===== config.mk =====
export PLATFORM = sky130hd
export DESIGN_NAME = exp_scale_reduce
export DESIGN_NICKNAME = d
export VERILOG_FILES = /design/src/rtl/exp_scale_pkg.sv /design/src/rtl/seq_udiv_restoring.sv /design/src/rtl/exp_scale_reduce.sv
export SDC_FILE = /design/constraint.sdc
export NUM_CORES = 1
export LEC_CHECK = 0
export BUFFER_PORTS_ARGS = -buffer_cell sky130_fd_sc_hd__buf_4
export CAP_MARGIN = 5
export CORE_MARGIN = 2
export CORE_UTILIZATION = 60
export DETAILED_ROUTE_END_ITERATION = 7
export GPL_TIMING_DRIVEN = 0
export PLACE_DENSITY_LB_ADDON = 0.15
export SLEW_MARGIN = 15
export SYNTH_ARGS = -nofsm -noshare
export SYNTH_HDL_FRONTEND = slang
export SYNTH_SLANG_ARGS = --single-unit
export TNS_END_PERCENT = 50

===== constraint.sdc =====
create_clock -name clk -period 5.6 [get_ports clk]
set_clock_uncertainty 0.2 [all_clocks]
set_input_delay 0.84 -clock clk [delete_from_list [all_inputs] [get_ports clk]]
set_output_delay 0.84 -clock clk [all_outputs]
set_load 0.05 [all_outputs]

===== src/rtl/exp_scale_pkg.sv =====
// ----------------------------------------------------------------------------
// exp_scale_pkg
// Shared definitions for the exp-scale table. Both the forward exp-scale lookup
// and the inverse range reducer use this table, so the two ends stay consistent.
//   ES_DATA_W / ES_FRAC_W : Q4.8 word geometry
//   EXP_SCALE_0..3        : scale table entries in Q4.8
//   es_state_t            : FSM states of exp_scale_reduce
// ----------------------------------------------------------------------------
package exp_scale_pkg;

    localparam int ES_DATA_W = 12;
    localparam int ES_FRAC_W = 8;

    localparam logic [ES_DATA_W-1:0] EXP_SCALE_0 = 12'h100;
    localparam logic [ES_DATA_W-1:0] EXP_SCALE_1 = 12'h2B8;
    localparam logic [ES_DATA_W-1:0] EXP_SCALE_2 = 12'h764;
    // Saturated entry: every input at or above it maps to k=3
    localparam logic [ES_DATA_W-1:0] EXP_SCALE_3 = 12'h7FF;

    typedef enum logic [1:0] {
        ST_IDLE,
        ST_SEARCH,
        ST_DIV,
        ST_DONE
    } es_state_t;

endpackage


===== src/rtl/seq_udiv_restoring.sv =====
// ----------------------------------------------------------------------------
// seq_udiv_restoring
// Sequential unsigned restoring divider, one quotient bit per clock, MSB first.
// The top DVD_W-ITERS dividend bits are preloaded into the remainder, so the
// caller must guarantee they are smaller than the divisor. Only the low ITERS
// quotient bits are produced.
// Ports:
//   clk, rst_n  : clock, asynchronous active-low reset
//   start       : load dividend/divisor and begin (ignored while busy)
//   dividend    : DVD_W-bit unsigned dividend
//   divisor     : DVS_W-bit unsigned divisor (non-zero)
//   busy        : an iteration happens at the next clock edge
//   done        : the next clock edge performs the final iteration
//   quotient    : quotient including the iteration in progress; it holds the
//                 final result in the cycle where done is high
// ----------------------------------------------------------------------------
module seq_udiv_restoring #(
    parameter int DVD_W = 20,
    parameter int DVS_W = 12,
    parameter int ITERS = 12
) (
    input  logic             clk,
    input  logic             rst_n,
    input  logic             start,
    input  logic [DVD_W-1:0] dividend,
    input  logic [DVS_W-1:0] divisor,
    output logic             busy,
    output logic             done,
    output logic [ITERS-1:0] quotient
);

    localparam int PRE_W = DVD_W - ITERS;
    localparam int CNT_W = $clog2(ITERS + 1);

    logic [DVS_W:0]   rem;
    logic [ITERS-1:0] dvd_lo;
    logic [DVS_W-1:0] dvs;
    logic [ITERS-1:0] q;
    logic [CNT_W-1:0] cnt;

    logic [DVS_W:0]   trial;
    logic             ge;
    logic [DVS_W:0]   rem_nxt;
    logic [ITERS-1:0] q_nxt;

    // Remainder stays below the divisor, so shifting in one bit fits DVS_W+1
    always_comb begin
        trial   = {rem[DVS_W-1:0], dvd_lo[ITERS-1]};
        ge      = (trial >= {1'b0, dvs});
        rem_nxt = ge ? (trial - {1'b0, dvs}) : trial;
        q_nxt   = {q[ITERS-2:0], ge};
    end

    always_ff @(posedge clk or negedge rst_n) begin
        if (!rst_n) begin
            rem    <= '0;
            dvd_lo <= '0;
            dvs    <= '0;
            q      <= '0;
            cnt    <= '0;
        end else if (start && (cnt == '0)) begin
            rem    <= {{(DVS_W + 1 - PRE_W){1'b0}}, dividend[DVD_W-1:ITERS]};
            dvd_lo <= dividend[ITERS-1:0];
            dvs    <= divisor;
            q      <= '0;
            cnt    <= CNT_W'(ITERS);
        end else if (cnt != '0) begin
            rem    <= rem_nxt;
            dvd_lo <= dvd_lo << 1;
            q      <= q_nxt;
            cnt    <= cnt - 1'b1;
        end
    end

    assign busy     = (cnt != '0);
    assign done     = (cnt == CNT_W'(1));
    assign quotient = q_nxt;

endmodule


===== src/rtl/exp_scale_reduce.sv =====
// ----------------------------------------------------------------------------
// exp_scale_reduce
// Range reduction of an unsigned Q4.8 value x against the exp-scale table:
// finds k with scale[k] <= x and returns residual = x / scale[k] in Q4.8.
// Single-item FSM (IDLE -> SEARCH -> [DIV] -> DONE) around a restoring divider.
// Optional build macro EXP_SCALE_REDUCE_ROUND_EN: one extra divider iteration
// supplies a guard bit for round-half-up (clamped to all-ones on carry).
// Ports:
//   clk, rst_n           : clock, asynchronous active-low reset
//   in_valid/in_ready    : input handshake, in_data = x (Q4.8)
//   out_valid/out_ready  : result handshake, outputs held until accepted
//   exp_int              : k
//   residual             : x / scale[k] (Q4.8)
//   under                : x below 1.0
//   sat                  : x at or above the saturated table entry
// ----------------------------------------------------------------------------
module exp_scale_reduce
    import exp_scale_pkg::*;
#(
    parameter int DATA_W = ES_DATA_W,
    parameter int FRAC_W = ES_FRAC_W,
    parameter int IDX_W  = 4
) (
    input  logic              clk,
    input  logic              rst_n,
    input  logic              in_valid,
    output logic              in_ready,
    input  logic [DATA_W-1:0] in_data,
    output logic              out_valid,
    input  logic              out_ready,
    output logic [IDX_W-1:0]  exp_int,
    output logic [DATA_W-1:0] residual,
    output logic              under,
    output logic              sat
);

`ifdef EXP_SCALE_REDUCE_ROUND_EN
    localparam int GUARD_W = 1;
`else
    localparam int GUARD_W = 0;
`endif
    localparam int DIV_ITERS = DATA_W + GUARD_W;
    localparam int DVD_W     = DATA_W + FRAC_W + GUARD_W;

    localparam logic [DATA_W-1:0] SC0 = DATA_W'(EXP_SCALE_0);
    localparam logic [DATA_W-1:0] SC1 = DATA_W'(EXP_SCALE_1);
    localparam logic [DATA_W-1:0] SC2 = DATA_W'(EXP_SCALE_2);
    localparam logic [DATA_W-1:0] SC3 = DATA_W'(EXP_SCALE_3);

    // Quotient to residual: drop the guard bit with half-up rounding, clamp on carry
    function automatic logic [DATA_W-1:0] round_q(input logic [DIV_ITERS-1:0] q);
`ifdef EXP_SCALE_REDUCE_ROUND_EN
        logic [DATA_W:0] s;
        s = {1'b0, q[DIV_ITERS-1:1]} + (DATA_W + 1)'(q[0]);
        return s[DATA_W] ? {DATA_W{1'b1}} : s[DATA_W-1:0];
`else
        return q;
`endif
    endfunction

    es_state_t             state, state_nxt;
    logic [DATA_W-1:0]     x_reg;

    logic [IDX_W-1:0]      cls_k;
    logic                  cls_div;
    logic                  cls_sat;
    logic                  cls_under;
    logic [DATA_W-1:0]     cls_dvs;

    logic                  div_start;
    logic                  div_busy;
    logic                  div_done;
    logic [DIV_ITERS-1:0]  div_q;

    // Table search on the captured input
    always_comb begin
        cls_k     = '0;
        cls_div   = 1'b0;
        cls_sat   = 1'b0;
        cls_under = 1'b0;
        cls_dvs   = SC1;
        if (x_reg >= SC3) begin
            cls_k   = IDX_W'(3);
            cls_sat = 1'b1;
        end else if (x_reg >= SC2) begin
            cls_k   = IDX_W'(2);
            cls_div = 1'b1;
            cls_dvs = SC2;
        end else if (x_reg >= SC1) begin
            cls_k   = IDX_W'(1);
            cls_div = 1'b1;
            cls_dvs = SC1;
        end else if (x_reg < SC0) begin
            cls_under = 1'b1;
        end
    end

    always_ff @(posedge clk or negedge rst_n) begin
        if (!rst_n) state <= ST_IDLE;
        else        state <= state_nxt;
    end

    always_comb begin
        state_nxt = state;
        div_start = 1'b0;
        case (state)
            ST_IDLE:   if (in_valid) state_nxt = ST_SEARCH;
            ST_SEARCH: begin
                div_start = cls_div;
                state_nxt = cls_div ? ST_DIV : ST_DONE;
            end
            ST_DIV:    if (div_busy && div_done) state_nxt = ST_DONE;
            ST_DONE:   if (out_ready) state_nxt = ST_IDLE;
            default:   state_nxt = ST_IDLE;
        endcase
    end

    // Result registers: set in SEARCH, residual overwritten by the divider
    always_ff @(posedge clk or negedge rst_n) begin
        if (!rst_n) begin
            x_reg    <= '0;
            exp_int  <= '0;
            residual <= '0;
            under    <= 1'b0;
            sat      <= 1'b0;
        end else begin
            case (state)
                ST_IDLE:   if (in_valid) x_reg <= in_data;
                ST_SEARCH: begin
                    exp_int  <= cls_k;
                    sat      <= cls_sat;
                    under    <= cls_under;
                    residual <= cls_sat ? SC0 : x_reg;
                end
                ST_DIV:    if (div_busy && div_done) residual <= round_q(div_q);
                default:   ;
            endcase
        end
    end

    // Held low while reset is asserted, even though the state decodes to IDLE
    assign in_ready  = rst_n && (state == ST_IDLE);
    assign out_valid = (state == ST_DONE);

    seq_udiv_restoring #(
        .DVD_W (DVD_W),
        .DVS_W (DATA_W),
        .ITERS (DIV_ITERS)
    ) u_div (
        .clk      (clk),
        .rst_n    (rst_n),
        .start    (div_start),
        .dividend ({x_reg, {(FRAC_W + GUARD_W){1'b0}}}),
        .divisor  (cls_dvs),
        .busy     (div_busy),
        .done     (div_done),
        .quotient (div_q)
    );

endmodule


* Word-level counts from Yosys, hierarchy flattened
Cells that the tools add are included. W data, S select, Z words.
Storage, ports and cells: input bits 16, output and inout bits 20, flip-flop bits (word level) 83, word-level logic and storage cells 67
Cells by class: $lt $le $gt $ge 5, equality and inequality tests 7, muxes and demuxes 31, reduce and logical (&&, ||, !) cells 11, add/subtract/negate cells 2
Operators with widths (number):
- $mux W12 | 7
- $mux W11 | 4
- $ge A12 B11 Y1 const B | 2
- $pmux W12 S2 | 1
- $ge A13 B12 Y1 | 1
- $ge A12 B10 Y1 const B | 1
- $lt A12 B9 Y1 const B | 1
- $sub A12 B12 Y12 | 1
- $mux W1 | 11
- $mux W2 | 5
- $mux W4 | 2
- $pmux W2 S4 | 1
- $eq A2 B2 Y1 const B | 2
- $eq A4 B1 Y1 const B | 1
- $logic_not A4 Y1 | 1
- $ne A2 B2 Y1 const B | 2
- $reduce_and A2 Y1 | 2
- $reduce_bool A2 Y1 | 2
- $reduce_bool A4 Y1 | 1
- $sub A4 B1 Y4 const B | 1
- $logic_and A1 B1 Y1 | 3
- $reduce_and A3 Y1 | 1
- $eq A2 B1 Y1 const B | 1
- $logic_not A2 Y1 | 1
- $ne A2 B1 Y1 const B | 1

* Longest topological paths before layout
depth after elaboration 7, gate-level depth with buffers 10, mapped depth without buffers 10

* Modules after synthesis
From an unflattened synthesis, not the netlist that was laid out.
Unflattened totals: cell total of the unflattened synthesis 460, area total of the unflattened synthesis 4451.8 µm²
Modules (own cells, without submodules):
- seq_udiv_restoring | area each 2910.3 µm², sequential area each 1276.2 µm², cells an instance 316, instances 1
- exp_scale_reduce | area each 1541.5 µm², sequential area each 750.7 µm², cells an instance 144, instances 1

* Worst setup path before layout
No wires, ideal clock.
path type register -> register, start register u_div.dvs[7], end register u_div.rem[2], clock period less this slack 2.323 ns, data required time 5.274 ns, library setup time 0.126 ns, cell stages (with the launch flop) 10, setup slack 3.277 ns, data arrival time 1.997 ns, buffers on the path 1, cells stage by stage dfrtp_1 > inv_1 > ha_1 > and3b_1 > nor2_1 > nand2_1 > a31oi_1 > o21ai_2 > buf_4 > o311a_1
On the way: longest elaborated chain between the ends 4
Ends and longest elaborated chain:
- from (decl) | line seq_udiv_restoring.sv:37 | logic [DVS_W-1:0] dvs;
- from (signal assigned) | line seq_udiv_restoring.sv:64 | dvs <= divisor;
- $ge A13 B12 Y1 | line seq_udiv_restoring.sv:49 | ge = (trial >= {1'b0, dvs});
- $mux W12 | line seq_udiv_restoring.sv:50 | rem_nxt = ge ? (trial - {1'b0, dvs}) : trial;
- $mux W12 | line seq_udiv_restoring.sv:67 | end else if (cnt != '0) begin
- $mux W12 | line seq_udiv_restoring.sv:61 | end else if (start && (cnt == '0)) begin
- to (signal assigned) | line seq_udiv_restoring.sv:62 | rem <= {{(DVS_W + 1 - PRE_W){1'b0}}, dividend[DVD_W-1:ITERS]};
- to (signal assigned) | line seq_udiv_restoring.sv:68 | rem <= rem_nxt;
- to (decl) | line seq_udiv_restoring.sv:35 | logic [DVS_W:0] rem;
No other way between the ends. The select of a mux whose other input is x is not followed. A chain may end at the register's enable or synchronous reset.

* Worst setup path in the final report
start input port rst_n, end output port in_ready
On the way: longest elaborated chain between the ends 1
Ends and longest elaborated chain:
- from (decl) | line exp_scale_reduce.sv:25 | input logic rst_n,
- $logic_and A1 B1 Y1 | line exp_scale_reduce.sv:142 | assign in_ready = rst_n && (state == ST_IDLE);
- to (decl) | line exp_scale_reduce.sv:27 | output logic in_ready,
No other way between the ends.

==> reports/metrics.yaml <==
critical_path:
  cpLargestDelayFamily: "buffers and inverters"
  r2r_cells: 8
  startpoint_type: "primary input"
  cp-end-kind: "primary output"
  startpoint: "rst_n"
  crit-reg2reg-launch: "u_div.cnt[0]"
  path_buf_inv: 2
  cp_slowest_stage_delay_ns: 0.59
  critPathArrivalTime_ns: 1.91
  reg2reg_setup_slack_ns: 2.77
  critPathMaxFanout: 65
  crit_path_end: "in_ready"
  worst-setup-path-type: "primary input to primary output"
  cp.depth: 3
  slowest_stage: "buf_4"
  required_ns: 4.56
  crit_chain: "buf_4 > and2_1 > buf_4"
  r2r_end: "state[0]"
  critPathMostFrequentCell: "buf_4"
grt:
  grt.total_usage_pct: 26.6
  first_global_vias: 2840
  antenna_found_initial: 0
  overflow: 0
  grt_pass1_wl_mm: 13.1
  grt_start_max_net_pins: 66
sta:
  worst_slew_pin_slew_ns: 0.866
  rsz0062_at_grt: "false"
  timing.slew.headroom_pct: 41.5
  finalSetupViolCount: 0
  clock.fmax_mhz: 339
  timing.final.crit_period_ns: 2.95
  hold_violations: 0
  final.setup.tns_ns: 0
  period_share_pct: 52.7
  hold_slack_ns: 0.283
  final-max-slew-violation-count: 0
clocking:
  cts.path.max_buffers: 2
  numCtsBuffers: 9
  holdBufCountCts: 0
  cts_tree: "yes"
  postCtsSetupBuffers: 0
  cts-root-buf: "clkbuf_8"
  htreeDepth: 3
  cts.reportedPaths.clkPinSlew_ns: 0.07
  cts.sink_count: 64
  cts_resized: 0
  clock_latency_ns: 0.34
place:
  dp_hpwl_mm: 5.54
  gp_congestion: 0.854
  placed_area_mm2: 0.00385
  io_buffers: 33
pwr:
  ir_worst_vdd_v: 0.000477
  powerDensity_mw_per_mm2: 699
  fin_total_pwr_mw: 2.83
  p_leak_nw: 1.97
detailed_routing:
  drt-initial-drc-count: 273
  drt_wl_total_mm: 7.66
  dr.pass1.iters: 5
  vias: 2880
  drcViolationCount: 0
  viasPerCell: 5.83
  postRouteAntennaNets: 0
  wl_per_cell_um: 15.5
layout:
  num_antenna_cells: 0
  layout_commonest_cell: "dfrtp_1"
  nNetsFinal: 451
  fin_area_mm2: 0.00405
  drive_above_1_share_pct: 17.8
  area.growth.synth_to_final_pct: 15.3
  fillers: 453
  final_cell_mix: "dfrtp_1 (64), nand2_1 (62), buf_4 (38)"
hold_path:
  min_path_type: "register to register"
yosys:
  avgSynthCellArea_um2: 9.44
  ys_seq_area_share_pct: 45.6
  synth-edff-count: 0
  synth_top_area_cell: "dfrtp_1"
  synth_top_area_share_pct: 45.6
  syn-cell-area_mm2: 0.00351
  synth-async-reset-ratio_pct: 100
  yosys_warnings: 0
  syn_inst: 372
  synth_area_leaders: "dfrtp_1 (46%), nand2_1 (6.6%), ha_1 (6.1%), mux2_2 (5.1%), mux2i_1 (4.6%)"
  ys_types: 48
  synth_flop_cell: "dfrtp_1"
  ys_ff_latch: 64
die:
  die-area_mm2: 0.00648
  top_level_ports: 36
  start_util_pct: 63.0
  dieHeight_um: 80.5
  rows: 27
  fp.dieW_um: 80.5
  core-area_mm2: 0.00557
run_status:
  status: "finished clean"
run:
  max_cap_viol_count: 0
## cell usage after synthesis (2+ instances only)
cell type / count
o21ai_0: 28
ha_1: 17
buf_4: 5
o31ai_1: 4
dfrtp_1: 64
and3_1: 3
inv_1: 16
and2_1: 3
buf_1: 2
nand4_1: 2
a21oi_1: 26
mux2i_1: 16
nor3_1: 2
nand2_1: 62
a31oi_1: 6
nand3_1: 18
clkbuf_1: 13
a21o_1: 2
o311a_1: 3
mux2_2: 16
nor2_1: 26
nand2b_1: 4
xnor2_1: 6
a211oi_1: 3
a211o_1: 2
## metal layers
| metal | wire [um] | global-route usage (%) | up-vias |
|---|---|---|---|
| li1 | - | - | 1391 |
| met1 | 3410 | 36.0 | 1384 |
| met2 | 3730 | 43.6 | 93 |
| met3 | 415 | 4.61 | 12 |
| met4 | 104 | 8.81 | 0 |
| met5 | 0 | 0 | - |
## worst min path at each step
stage,to,startpoint,depth (start not counted)
floorplan,u_div.dvs[9],u_div.dvs[9],2
global placement,residual[3],residual[3],2
detailed placement,residual[2],residual[2],2
CTS,residual[2],residual[2],2
global route,u_div.dvd_lo[10],u_div.dvd_lo[9],2
finish,residual[8],residual[8],2
## power by group
| group | total, mW | switching (mW) | internal, mW |
|---|---|---|---|
| registers | 0.872 | 0.194 | 0.678 |
| logic | 1.56 | 0.930 | 0.630 |
| clock network | 0.400 | 0.183 | 0.217 |
## metrics by stage
step / setup slack, ns / instances / utilization [%]
floorplan: 3.28 / 373 / -
global placement: 2.63 / 478 / 69.2
detailed placement: 2.61 / 478 / 69.2
CTS: 2.61 / 494 / 72.7
global route: 2.48 / 494 / 72.7
finish: 2.65 / 494 / 72.7
## kinds of logic after synthesis
logic type / after synthesis / synth area share, %
AOI/OAI and AO/OA: 85 / 14.9
xor gates and xnor gates: 6 / 1.50
adders and majority gates: 18 / 6.62
buffers and inverters: 38 / 5.09
DFF: 64 / 45.6
muxes: 32 / 9.69
other: 1 / 0.107
and+or+nand+nor: 128 / 16.5
## cell type report
class / count / area, um2 / share of cell area, %
Clock inverter: 5 / 56.3 / 1.39
Tap cell: 72 / 90.1 / 2.22
Buffer: 22 / 119 / 2.93
Sequential cell: 64 / 1600 / 39.5
Timing Repair Buffer: 33 / 248 / 6.11
Clock buffer: 11 / 141 / 3.49
Multi-Input combinational cell: 271 / 1740 / 42.9
Inverter: 16 / 60.1 / 1.48
## worst reg2reg max path: cells and delay by family (launching register included)
family / cells / cell delay, ns
simple gates: 2 / 0.89
compound gates: 3 / 0.74
fa+ha+maj: 1 / 0.27
buf+inv: 2 / 0.20
flops: 1 / 0.42
Note: power is estimated with default switching activity, not from simulation.
